--- src/rtl/pipelined_decode_stage_if.sv ---
// Bundle between the IF/ID latch, control, forwarding sources and the ID/EX register.
// AW must equal $clog2(NREG) of the attached decode stage.
interface pipelined_decode_stage_if #(
  parameter int unsigned XLEN = 32,
  parameter int unsigned AW   = 5
);
  logic            if_valid;
  logic [31:0]     if_instr;
  logic [XLEN-1:0] if_pc4;

  logic [1:0]      ctl_regdst;
  logic            ctl_regwr;
  logic            ctl_memrd;
  logic            ctl_memwr;
  logic            ctl_sign;
  logic            ctl_extop;
  logic            ctl_luop;
  logic            ctl_alusrc1;
  logic            ctl_alusrc2;
  logic [5:0]      ctl_alufun;
  logic [1:0]      ctl_memtoreg;

  logic            exm_wr;
  logic [AW-1:0]   exm_addr;
  logic [XLEN-1:0] exm_data;
  logic            mwb_wr;
  logic [AW-1:0]   mwb_addr;
  logic [XLEN-1:0] mwb_data;

  logic            ex_ready;
  logic            flush;
  logic            stall_if;

  logic            idex_valid;
  logic [XLEN-1:0] idex_a;
  logic [XLEN-1:0] idex_b;
  logic [XLEN-1:0] idex_st;
  logic [XLEN-1:0] idex_conba;
  logic [AW-1:0]   idex_dst;
  logic            idex_regwr;
  logic            idex_memrd;
  logic            idex_memwr;
  logic            idex_sign;
  logic [5:0]      idex_alufun;
  logic [1:0]      idex_memtoreg;

  modport master (
    output if_valid, if_instr, if_pc4,
    output ctl_regdst, ctl_regwr, ctl_memrd, ctl_memwr, ctl_sign, ctl_extop, ctl_luop,
    output ctl_alusrc1, ctl_alusrc2, ctl_alufun, ctl_memtoreg,
    output exm_wr, exm_addr, exm_data, mwb_wr, mwb_addr, mwb_data,
    output ex_ready, flush,
    input  stall_if,
    input  idex_valid, idex_a, idex_b, idex_st, idex_conba, idex_dst,
    input  idex_regwr, idex_memrd, idex_memwr, idex_sign, idex_alufun, idex_memtoreg
  );

  modport slave (
    input  if_valid, if_instr, if_pc4,
    input  ctl_regdst, ctl_regwr, ctl_memrd, ctl_memwr, ctl_sign, ctl_extop, ctl_luop,
    input  ctl_alusrc1, ctl_alusrc2, ctl_alufun, ctl_memtoreg,
    input  exm_wr, exm_addr, exm_data, mwb_wr, mwb_addr, mwb_data,
    input  ex_ready, flush,
    output stall_if,
    output idex_valid, idex_a, idex_b, idex_st, idex_conba, idex_dst,
    output idex_regwr, idex_memrd, idex_memwr, idex_sign, idex_alufun, idex_memtoreg
  );
endinterface

--- src/rtl/pipelined_decode_stage.sv ---
// ID stage: register file with write-through, EX/MEM and MEM/WB forwarding, operand
// muxing, branch target, load-use bubble and the ID/EX pipeline register.
module pipelined_decode_stage #(
  parameter int unsigned XLEN   = 32,
  parameter int unsigned NREG   = 32,
  parameter int unsigned RA_IDX = 31,
  parameter int unsigned XP_IDX = 26
) (
  input logic                    clk,
  input logic                    reset,
  pipelined_decode_stage_if.slave bus
);

  localparam int unsigned AW = $clog2(NREG);

  typedef struct packed {
    logic            valid;
    logic            regwr;
    logic            memrd;
    logic            memwr;
    logic            sign;
    logic [5:0]      alufun;
    logic [1:0]      memtoreg;
    logic [AW-1:0]   dst;
    logic [XLEN-1:0] a;
    logic [XLEN-1:0] b;
    logic [XLEN-1:0] st;
    logic [XLEN-1:0] conba;
  } idex_t;

  logic [XLEN-1:0] rf_q [NREG];

  logic [AW-1:0]   rs, rt, rd;
  logic [4:0]      shamt;
  logic [15:0]     imm16;
  logic [XLEN-1:0] imm32;
  logic [XLEN-1:0] fwd_rs, fwd_rt;
  logic            lu;
  logic            unused_opcode;

  idex_t dec;
  idex_t idex_d, idex_q;

  assign rs            = AW'(bus.if_instr[25:21]);
  assign rt            = AW'(bus.if_instr[20:16]);
  assign rd            = AW'(bus.if_instr[15:11]);
  assign shamt         = bus.if_instr[10:6];
  assign imm16         = bus.if_instr[15:0];
  assign unused_opcode = ^bus.if_instr[31:26];

  assign imm32 = bus.ctl_extop ? {{(XLEN-16){imm16[15]}}, imm16} : XLEN'(imm16);

  // r0 first, then the younger EX/MEM result, then MEM/WB (which doubles as the
  // same-cycle write-through of the register file write port).
  function automatic logic [XLEN-1:0] fwd(
    input logic [AW-1:0]   addr,
    input logic [XLEN-1:0] rf_val,
    input logic            exm_wr,
    input logic [AW-1:0]   exm_addr,
    input logic [XLEN-1:0] exm_data,
    input logic            mwb_wr,
    input logic [AW-1:0]   mwb_addr,
    input logic [XLEN-1:0] mwb_data
  );
    if (addr == '0) begin
      return '0;
    end else if (exm_wr && exm_addr == addr) begin
      return exm_data;
    end else if (mwb_wr && mwb_addr == addr) begin
      return mwb_data;
    end else begin
      return rf_val;
    end
  endfunction

  assign fwd_rs = fwd(rs, rf_q[rs], bus.exm_wr, bus.exm_addr, bus.exm_data,
                      bus.mwb_wr, bus.mwb_addr, bus.mwb_data);
  assign fwd_rt = fwd(rt, rf_q[rt], bus.exm_wr, bus.exm_addr, bus.exm_data,
                      bus.mwb_wr, bus.mwb_addr, bus.mwb_data);

  always_ff @(posedge clk) begin
    if (reset) begin
      for (int i = 0; i < int'(NREG); i++) begin
        rf_q[i] <= '0;
      end
    end else if (bus.mwb_wr && bus.mwb_addr != '0) begin
      rf_q[bus.mwb_addr] <= bus.mwb_data;
    end
  end

  always_comb begin
    dec          = '0;
    dec.valid    = 1'b1;
    dec.regwr    = bus.ctl_regwr;
    dec.memrd    = bus.ctl_memrd;
    dec.memwr    = bus.ctl_memwr;
    dec.sign     = bus.ctl_sign;
    dec.alufun   = bus.ctl_alufun;
    dec.memtoreg = bus.ctl_memtoreg;
    dec.a        = bus.ctl_alusrc1 ? XLEN'(shamt) : fwd_rs;
    if (!bus.ctl_alusrc2) begin
      dec.b = fwd_rt;
    end else if (bus.ctl_luop) begin
      dec.b = XLEN'({imm16, 16'h0000});
    end else begin
      dec.b = imm32;
    end
    dec.st    = fwd_rt;
    dec.conba = (imm32 << 2) + bus.if_pc4;
    unique case (bus.ctl_regdst)
      2'b00:   dec.dst = rd;
      2'b01:   dec.dst = rt;
      2'b10:   dec.dst = AW'(RA_IDX);
      default: dec.dst = AW'(XP_IDX);
    endcase
  end

  // Both source fields are compared even when the instruction ignores rt; the
  // occasional false stall is cheaper than decoding operand usage here.
  assign lu = idex_q.valid & idex_q.memrd & (idex_q.dst != '0) &
              ((idex_q.dst == rs) | (idex_q.dst == rt));

  assign bus.stall_if = ~reset & ~bus.flush & (~bus.ex_ready | lu);

  always_comb begin
    idex_d = idex_q;
    if (bus.flush) begin
      idex_d = '0;
    end else if (!bus.ex_ready) begin
      idex_d = idex_q;
    end else if (lu || !bus.if_valid) begin
      idex_d = '0;
    end else begin
      idex_d = dec;
    end
  end

  always_ff @(posedge clk) begin
    if (reset) begin
      idex_q <= '0;
    end else begin
      idex_q <= idex_d;
    end
  end

  assign bus.idex_valid    = idex_q.valid;
  assign bus.idex_regwr    = idex_q.regwr;
  assign bus.idex_memrd    = idex_q.memrd;
  assign bus.idex_memwr    = idex_q.memwr;
  assign bus.idex_sign     = idex_q.sign;
  assign bus.idex_alufun   = idex_q.alufun;
  assign bus.idex_memtoreg = idex_q.memtoreg;
  assign bus.idex_dst      = idex_q.dst;
  assign bus.idex_a        = idex_q.a;
  assign bus.idex_b        = idex_q.b;
  assign bus.idex_st       = idex_q.st;
  assign bus.idex_conba    = idex_q.conba;

endmodule

--- src/flat_wrapper.sv ---
// flat-port wrapper written by rule: the top's interface ports become plain ports
module pipelined_decode_stage_flat 
#(
  parameter int unsigned XLEN   = 32,
  parameter int unsigned NREG   = 32,
  parameter int unsigned RA_IDX = 31,
  parameter int unsigned XP_IDX = 26
)
  (clk, reset, bus_if_valid, bus_if_instr, bus_if_pc4, bus_ctl_regdst, bus_ctl_regwr, bus_ctl_memrd, bus_ctl_memwr, bus_ctl_sign, bus_ctl_extop, bus_ctl_luop, bus_ctl_alusrc1, bus_ctl_alusrc2, bus_ctl_alufun, bus_ctl_memtoreg, bus_exm_wr, bus_exm_addr, bus_exm_data, bus_mwb_wr, bus_mwb_addr, bus_mwb_data, bus_ex_ready, bus_flush, bus_stall_if, bus_idex_valid, bus_idex_a, bus_idex_b, bus_idex_st, bus_idex_conba, bus_idex_dst, bus_idex_regwr, bus_idex_memrd, bus_idex_memwr, bus_idex_sign, bus_idex_alufun, bus_idex_memtoreg);
  pipelined_decode_stage_if #(.XLEN(XLEN), .AW(5)) bus_i ();
  input logic clk;
  input logic reset;
  input wire logic [$bits(bus_i.if_valid)-1:0] bus_if_valid;
  input wire logic [$bits(bus_i.if_instr)-1:0] bus_if_instr;
  input wire logic [$bits(bus_i.if_pc4)-1:0] bus_if_pc4;
  input wire logic [$bits(bus_i.ctl_regdst)-1:0] bus_ctl_regdst;
  input wire logic [$bits(bus_i.ctl_regwr)-1:0] bus_ctl_regwr;
  input wire logic [$bits(bus_i.ctl_memrd)-1:0] bus_ctl_memrd;
  input wire logic [$bits(bus_i.ctl_memwr)-1:0] bus_ctl_memwr;
  input wire logic [$bits(bus_i.ctl_sign)-1:0] bus_ctl_sign;
  input wire logic [$bits(bus_i.ctl_extop)-1:0] bus_ctl_extop;
  input wire logic [$bits(bus_i.ctl_luop)-1:0] bus_ctl_luop;
  input wire logic [$bits(bus_i.ctl_alusrc1)-1:0] bus_ctl_alusrc1;
  input wire logic [$bits(bus_i.ctl_alusrc2)-1:0] bus_ctl_alusrc2;
  input wire logic [$bits(bus_i.ctl_alufun)-1:0] bus_ctl_alufun;
  input wire logic [$bits(bus_i.ctl_memtoreg)-1:0] bus_ctl_memtoreg;
  input wire logic [$bits(bus_i.exm_wr)-1:0] bus_exm_wr;
  input wire logic [$bits(bus_i.exm_addr)-1:0] bus_exm_addr;
  input wire logic [$bits(bus_i.exm_data)-1:0] bus_exm_data;
  input wire logic [$bits(bus_i.mwb_wr)-1:0] bus_mwb_wr;
  input wire logic [$bits(bus_i.mwb_addr)-1:0] bus_mwb_addr;
  input wire logic [$bits(bus_i.mwb_data)-1:0] bus_mwb_data;
  input wire logic [$bits(bus_i.ex_ready)-1:0] bus_ex_ready;
  input wire logic [$bits(bus_i.flush)-1:0] bus_flush;
  output wire logic [$bits(bus_i.stall_if)-1:0] bus_stall_if;
  output wire logic [$bits(bus_i.idex_valid)-1:0] bus_idex_valid;
  output wire logic [$bits(bus_i.idex_a)-1:0] bus_idex_a;
  output wire logic [$bits(bus_i.idex_b)-1:0] bus_idex_b;
  output wire logic [$bits(bus_i.idex_st)-1:0] bus_idex_st;
  output wire logic [$bits(bus_i.idex_conba)-1:0] bus_idex_conba;
  output wire logic [$bits(bus_i.idex_dst)-1:0] bus_idex_dst;
  output wire logic [$bits(bus_i.idex_regwr)-1:0] bus_idex_regwr;
  output wire logic [$bits(bus_i.idex_memrd)-1:0] bus_idex_memrd;
  output wire logic [$bits(bus_i.idex_memwr)-1:0] bus_idex_memwr;
  output wire logic [$bits(bus_i.idex_sign)-1:0] bus_idex_sign;
  output wire logic [$bits(bus_i.idex_alufun)-1:0] bus_idex_alufun;
  output wire logic [$bits(bus_i.idex_memtoreg)-1:0] bus_idex_memtoreg;
  assign bus_i.if_valid = bus_if_valid;
  assign bus_i.if_instr = bus_if_instr;
  assign bus_i.if_pc4 = bus_if_pc4;
  assign bus_i.ctl_regdst = bus_ctl_regdst;
  assign bus_i.ctl_regwr = bus_ctl_regwr;
  assign bus_i.ctl_memrd = bus_ctl_memrd;
  assign bus_i.ctl_memwr = bus_ctl_memwr;
  assign bus_i.ctl_sign = bus_ctl_sign;
  assign bus_i.ctl_extop = bus_ctl_extop;
  assign bus_i.ctl_luop = bus_ctl_luop;
  assign bus_i.ctl_alusrc1 = bus_ctl_alusrc1;
  assign bus_i.ctl_alusrc2 = bus_ctl_alusrc2;
  assign bus_i.ctl_alufun = bus_ctl_alufun;
  assign bus_i.ctl_memtoreg = bus_ctl_memtoreg;
  assign bus_i.exm_wr = bus_exm_wr;
  assign bus_i.exm_addr = bus_exm_addr;
  assign bus_i.exm_data = bus_exm_data;
  assign bus_i.mwb_wr = bus_mwb_wr;
  assign bus_i.mwb_addr = bus_mwb_addr;
  assign bus_i.mwb_data = bus_mwb_data;
  assign bus_i.ex_ready = bus_ex_ready;
  assign bus_i.flush = bus_flush;
  assign bus_stall_if = bus_i.stall_if;
  assign bus_idex_valid = bus_i.idex_valid;
  assign bus_idex_a = bus_i.idex_a;
  assign bus_idex_b = bus_i.idex_b;
  assign bus_idex_st = bus_i.idex_st;
  assign bus_idex_conba = bus_i.idex_conba;
  assign bus_idex_dst = bus_i.idex_dst;
  assign bus_idex_regwr = bus_i.idex_regwr;
  assign bus_idex_memrd = bus_i.idex_memrd;
  assign bus_idex_memwr = bus_i.idex_memwr;
  assign bus_idex_sign = bus_i.idex_sign;
  assign bus_idex_alufun = bus_i.idex_alufun;
  assign bus_idex_memtoreg = bus_i.idex_memtoreg;
  pipelined_decode_stage #(.XLEN(XLEN), .NREG(NREG), .RA_IDX(RA_IDX), .XP_IDX(XP_IDX)) u_core (.clk(clk), .reset(reset), .bus(bus_i));
endmodule
--- config.mk ---
export PLATFORM = sky130hd
export DESIGN_NAME = pipelined_decode_stage_flat
export DESIGN_NICKNAME = d
export VERILOG_FILES = /design/src/rtl/pipelined_decode_stage_if.sv /design/src/rtl/pipelined_decode_stage.sv /design/src/flat_wrapper.sv
export SDC_FILE = /design/constraint.sdc
export NUM_CORES = 2
export LEC_CHECK = 0
export ABC_AREA = 1
export BUFFER_PORTS_ARGS = -buffer_cell sky130_fd_sc_hd__clkbuf_2
export CAP_MARGIN = 10
export CORE_MARGIN = 1
export CORE_UTILIZATION = 45
export DETAILED_ROUTE_END_ITERATION = 8
export PLACE_DENSITY = 0.67
export SYNTH_ARGS = -nofsm -noshare
export SYNTH_HDL_FRONTEND = slang
export SYNTH_SLANG_ARGS = --single-unit
export TNS_END_PERCENT = 50
--- constraint.sdc ---
create_clock -name clk -period 2.1 [get_ports clk]
set_input_delay 0.105 -clock clk [delete_from_list [all_inputs] [get_ports clk]]
set_output_delay 0.105 -clock clk [all_outputs]
set_load 0.02 [all_outputs]
==> out/metrics.yaml <==
timing:
  setup-violations-final: 4
  rsz0062_at_grt: "true"
  whs_ns: -0.05296
  fmax_mhz: 445.2
  final.setup.worst_slack_ns: -0.1461
  max_slew_margin: 0.5104
  fin_crit_ns: 2.246
  drv_slew: 0
  clock_skew_ns: 0.02821
  fin_crit_sh: 1.070
  tns_ns: -0.1900
  tightest_slew_ns: 0.7336
  finalHoldViolCount: 1
layout:
  final_cells: 11410
  fin_util: 0.5482
  multiInputGateArea_um2: 28360
  nNetsFinal: 9557
  fillerInstances: 13280
  area_delta_synth_final_pct: 20.56
  drive_gt1_frac: 0.1297
  regArea_um2: 33690
min_path:
  hold_path_depth: 5
  hold_start: "bus_if_instr[2]"
  hold_class: "input pin to register"
  holdPathEnd: "u_core.bus.idex_b[2]"
placed_design:
  place_congestion: 0.9713
  hpwl_um: 187900
  port_buffers: 303
  place_inst: 11020
floorplan:
  start_util: 0.4547
  die_w_um: 386.0
  ios: 310
  die-area_um2: 149000
  placementRows: 140
  die_h_um: 386.0
  core_um2: 145900
synthesis:
  synth_top_area_cell: "edfxtp_1"
  synth_top_area_share: 0.4634
  yosysWarningCount: 0
  syn_area_um2: 66350
  synthCells: 8851
  syn_avg_cell_area_um2: 7.496
  async_flop_share: 0
  ys_top_cells_by_area: "edfxtp_1 46%, nand2_1 16%, nor2_1 9.9%, nand3_1 7.0%, dfxtp_1 4.4%"
  synth_edf_count: 1024
  synthFlopType: "edfxtp_1"
  ys_ff_latch: 1170
  ys_seq_area_frac: 0.5075
  synth_cell_types: 46
route:
  wirelength_um: 287700
  post-route-drc-count: 0
  drt-initial-drc-count: 11610
  num_vias: 68130
  first_pass_iters: 8
  vias_per_cell: 5.972
  ant_nets: 0
  routedWlPerCell_um: 25.22
grt:
  grt_start_max_net_pins: 70
  antenna_found_initial: 16
  grt_pass1_wl_um: 412700
  grt_usage: 0.3773
  overflow: 0
  grt_pass1_vias: 63360
critical_path:
  arrival_ns: 2.14
  r2r-start: "u_core.bus.idex_dst[3]"
  critPathTopFamily: "flip-flops"
  reg2reg_depth: 11
  start_kind: "register"
  critPathKind: "register to output port"
  crit_path_max_incr_delay_ns: 0.42
  r2r_slack_ns: -0.03
  crit_buf_inv: 1
  critPathCaptureType: "output port"
  cp_slowest_cell: "dfxtp_4"
  crit_fanout: 4
  rr_endpoint: "u_core.bus.idex_b[2]"
  path_cells: "xnor2_4 > nand3_1 > nand2_2 > nand2_4 > a21oi_4 > buf_8"
  cp_data_required_time_ns: 2.00
power:
  ir_drop_mv: 0.7989
  leakagePower_uw: 0.03467
  p_per_area_nw_per_um2: 749.6
clock_network:
  clock_sinks: 1170
  path_clk_slew_ns: 0.06
  htreeDepth: 4
  clockBufferDepth: 3
  root_buffer: "clkbuf_16"
  cts-buffers-inserted: 135
  tritoncts: "built"
  insertion_delay_ns: 0.79
run_status:
  violations: "hold timing, setup timing"
  status: "finished with violations"
flow_run:
  maxCapViolCount: 0
-- cells in the mapped netlist, drive strengths merged (5+ instances only) --
library cell / instances
nand3b: 5
a41oi: 6
o22ai: 5
inv: 405
a21oi: 403
a31oi: 28
o221ai: 20
nand4: 11
a211oi: 23
clkbuf: 348
nand3: 937
xnor2: 7
buf: 353
o211ai: 81
o21ai: 342
xor2: 18
or2: 18
nor3: 12
ha: 19
nor2: 1763
nand2: 2864
dfxtp: 146
edfxtp: 1024
-- registers in the layout, indices dropped and copies added, names as in the netlist, 2 cells and up --
register / flops
u_core.bus.idex_memtoreg: 2
u_core.bus.idex_alufun: 6
u_core.bus.idex_b: 32
u_core.bus.idex_a: 32
u_core.bus.idex_st: 32
u_core.rf_q: 1024
u_core.bus.idex_dst: 5
u_core.bus.idex_conba: 32
-- layer usage --
| metal | part of all wire | wire (µm) | GRT usage | vias up |
|---|---|---|---|---|
| met1 | 0.35 | 101400 | 0.4833 | 31560 |
| li1 | - | - | - | 29870 |
| met2 | 0.42 | 120200 | 0.5467 | 5510 |
| met3 | 0.15 | 41900 | 0.1009 | 1167 |
| met5 | 0.00037 | 107 | 0 | - |
| met4 | 0.084 | 24120 | 0.2768 | 16 |
-- worst min-delay path, delay by kind of cell --
kind,cells,cell delay (ns)
AND/OR/NAND/NOR,2,0.18
AO/OA/AOI/OAI,2,0.24
buffers and inverters,1,0.15
-- per-stage QoR --
stage / power (µW) / hold WS (ns) / setup WS, ns / cell area, µm²
2_1_floorplan: 32420 / 0.2478 / -0.1341 / 66480
3_3_place_gp: 36710 / 0.3379 / -0.2105 / 74220
3_5_place_dp: 36850 / 0.3431 / -0.2160 / 74220
4_1_cts: 59510 / 0.004042 / -0.1875 / 79800
5_1_grt: 61540 / 0.004047 / -0.1609 / 79970
6_report: 59960 / -0.05296 / -0.1461 / 79990
-- kinds of logic after synthesis --
family | share of synthesized area
other | 0.00005652
AO/OA/AOI/OAI | 0.07545
adder cells (fa/ha/maj) | 0.003885
AND/OR/NAND/NOR | 0.3379
flip-flops | 0.5075
buffers and inverters | 0.07192
XOR/XNOR | 0.003300
-- cells in the final DEF, fill, tap and decap left out, types with 23 or more instances in the layout --
cell type and n:
o21ai_0 333, clkinv_1 24, buf_4 443, clkbuf_2 294
clkbuf_1 41, a21oi_1 398, a31oi_1 28, nand3_1 928
nor2_1 1749, nand2_1 2822, conb_1 32, nand2_2 39
inv_1 390, clkbuf_16 142, a211oi_1 23, dlygate4sd3_1 132
o211ai_1 81, buf_12 177, dfxtp_1 141, edfxtp_1 1024
-- how the worst max path moves through the flow --
stage                           start                   endpoint  cells after the start
6_report       u_core.bus.idex_dst[3]               bus_stall_if                      6
5_1_grt               bus_if_instr[9]  u_core.bus.idex_conba[31]                     15
4_1_cts        u_core.bus.idex_dst[0]               bus_stall_if                      7
3_5_place_dp         bus_if_instr[17]      u_core.bus.idex_b[30]                     15
3_3_place_gp         bus_if_instr[17]      u_core.bus.idex_b[30]                     15
2_1_floorplan         bus_mwb_addr[1]         u_core.rf_q[28][0]                     10
-- power breakdown --
part           internal, µW  leakage [µW]  switching (µW)
Combinational          3210        0.0217            6850
Clock                 12800       0.00202           10000
Sequential            26400        0.0109             622
Total                 42500        0.0347           17500
-- repair_timing --
| item | in CTS | in global routing |
|---|---|---|
| buffers inserted | 2 | 0 |
| gates resized for setup | 23 | 36 |
| pin swaps | 7 | 11 |
| hold buffers | 133 | 0 |
| endpoints found under the hold margin | 375 | 0 |
| setup endpoints to repair | 39 | 33 |
| gates cloned | 0 | 1 |
-- area by class of cell --
class	count	area share
sequential	1170	0.4211
tap	1917	0.02998
clock inverter	59	0.005115
multi-input combinational	6604	0.3546
clock buffer	186	0.04672
antenna	9	0.0002815
timing repair buffer	1056	0.1226
inverter	407	0.01961
Note: power is estimated with default switching activity, not from simulation.
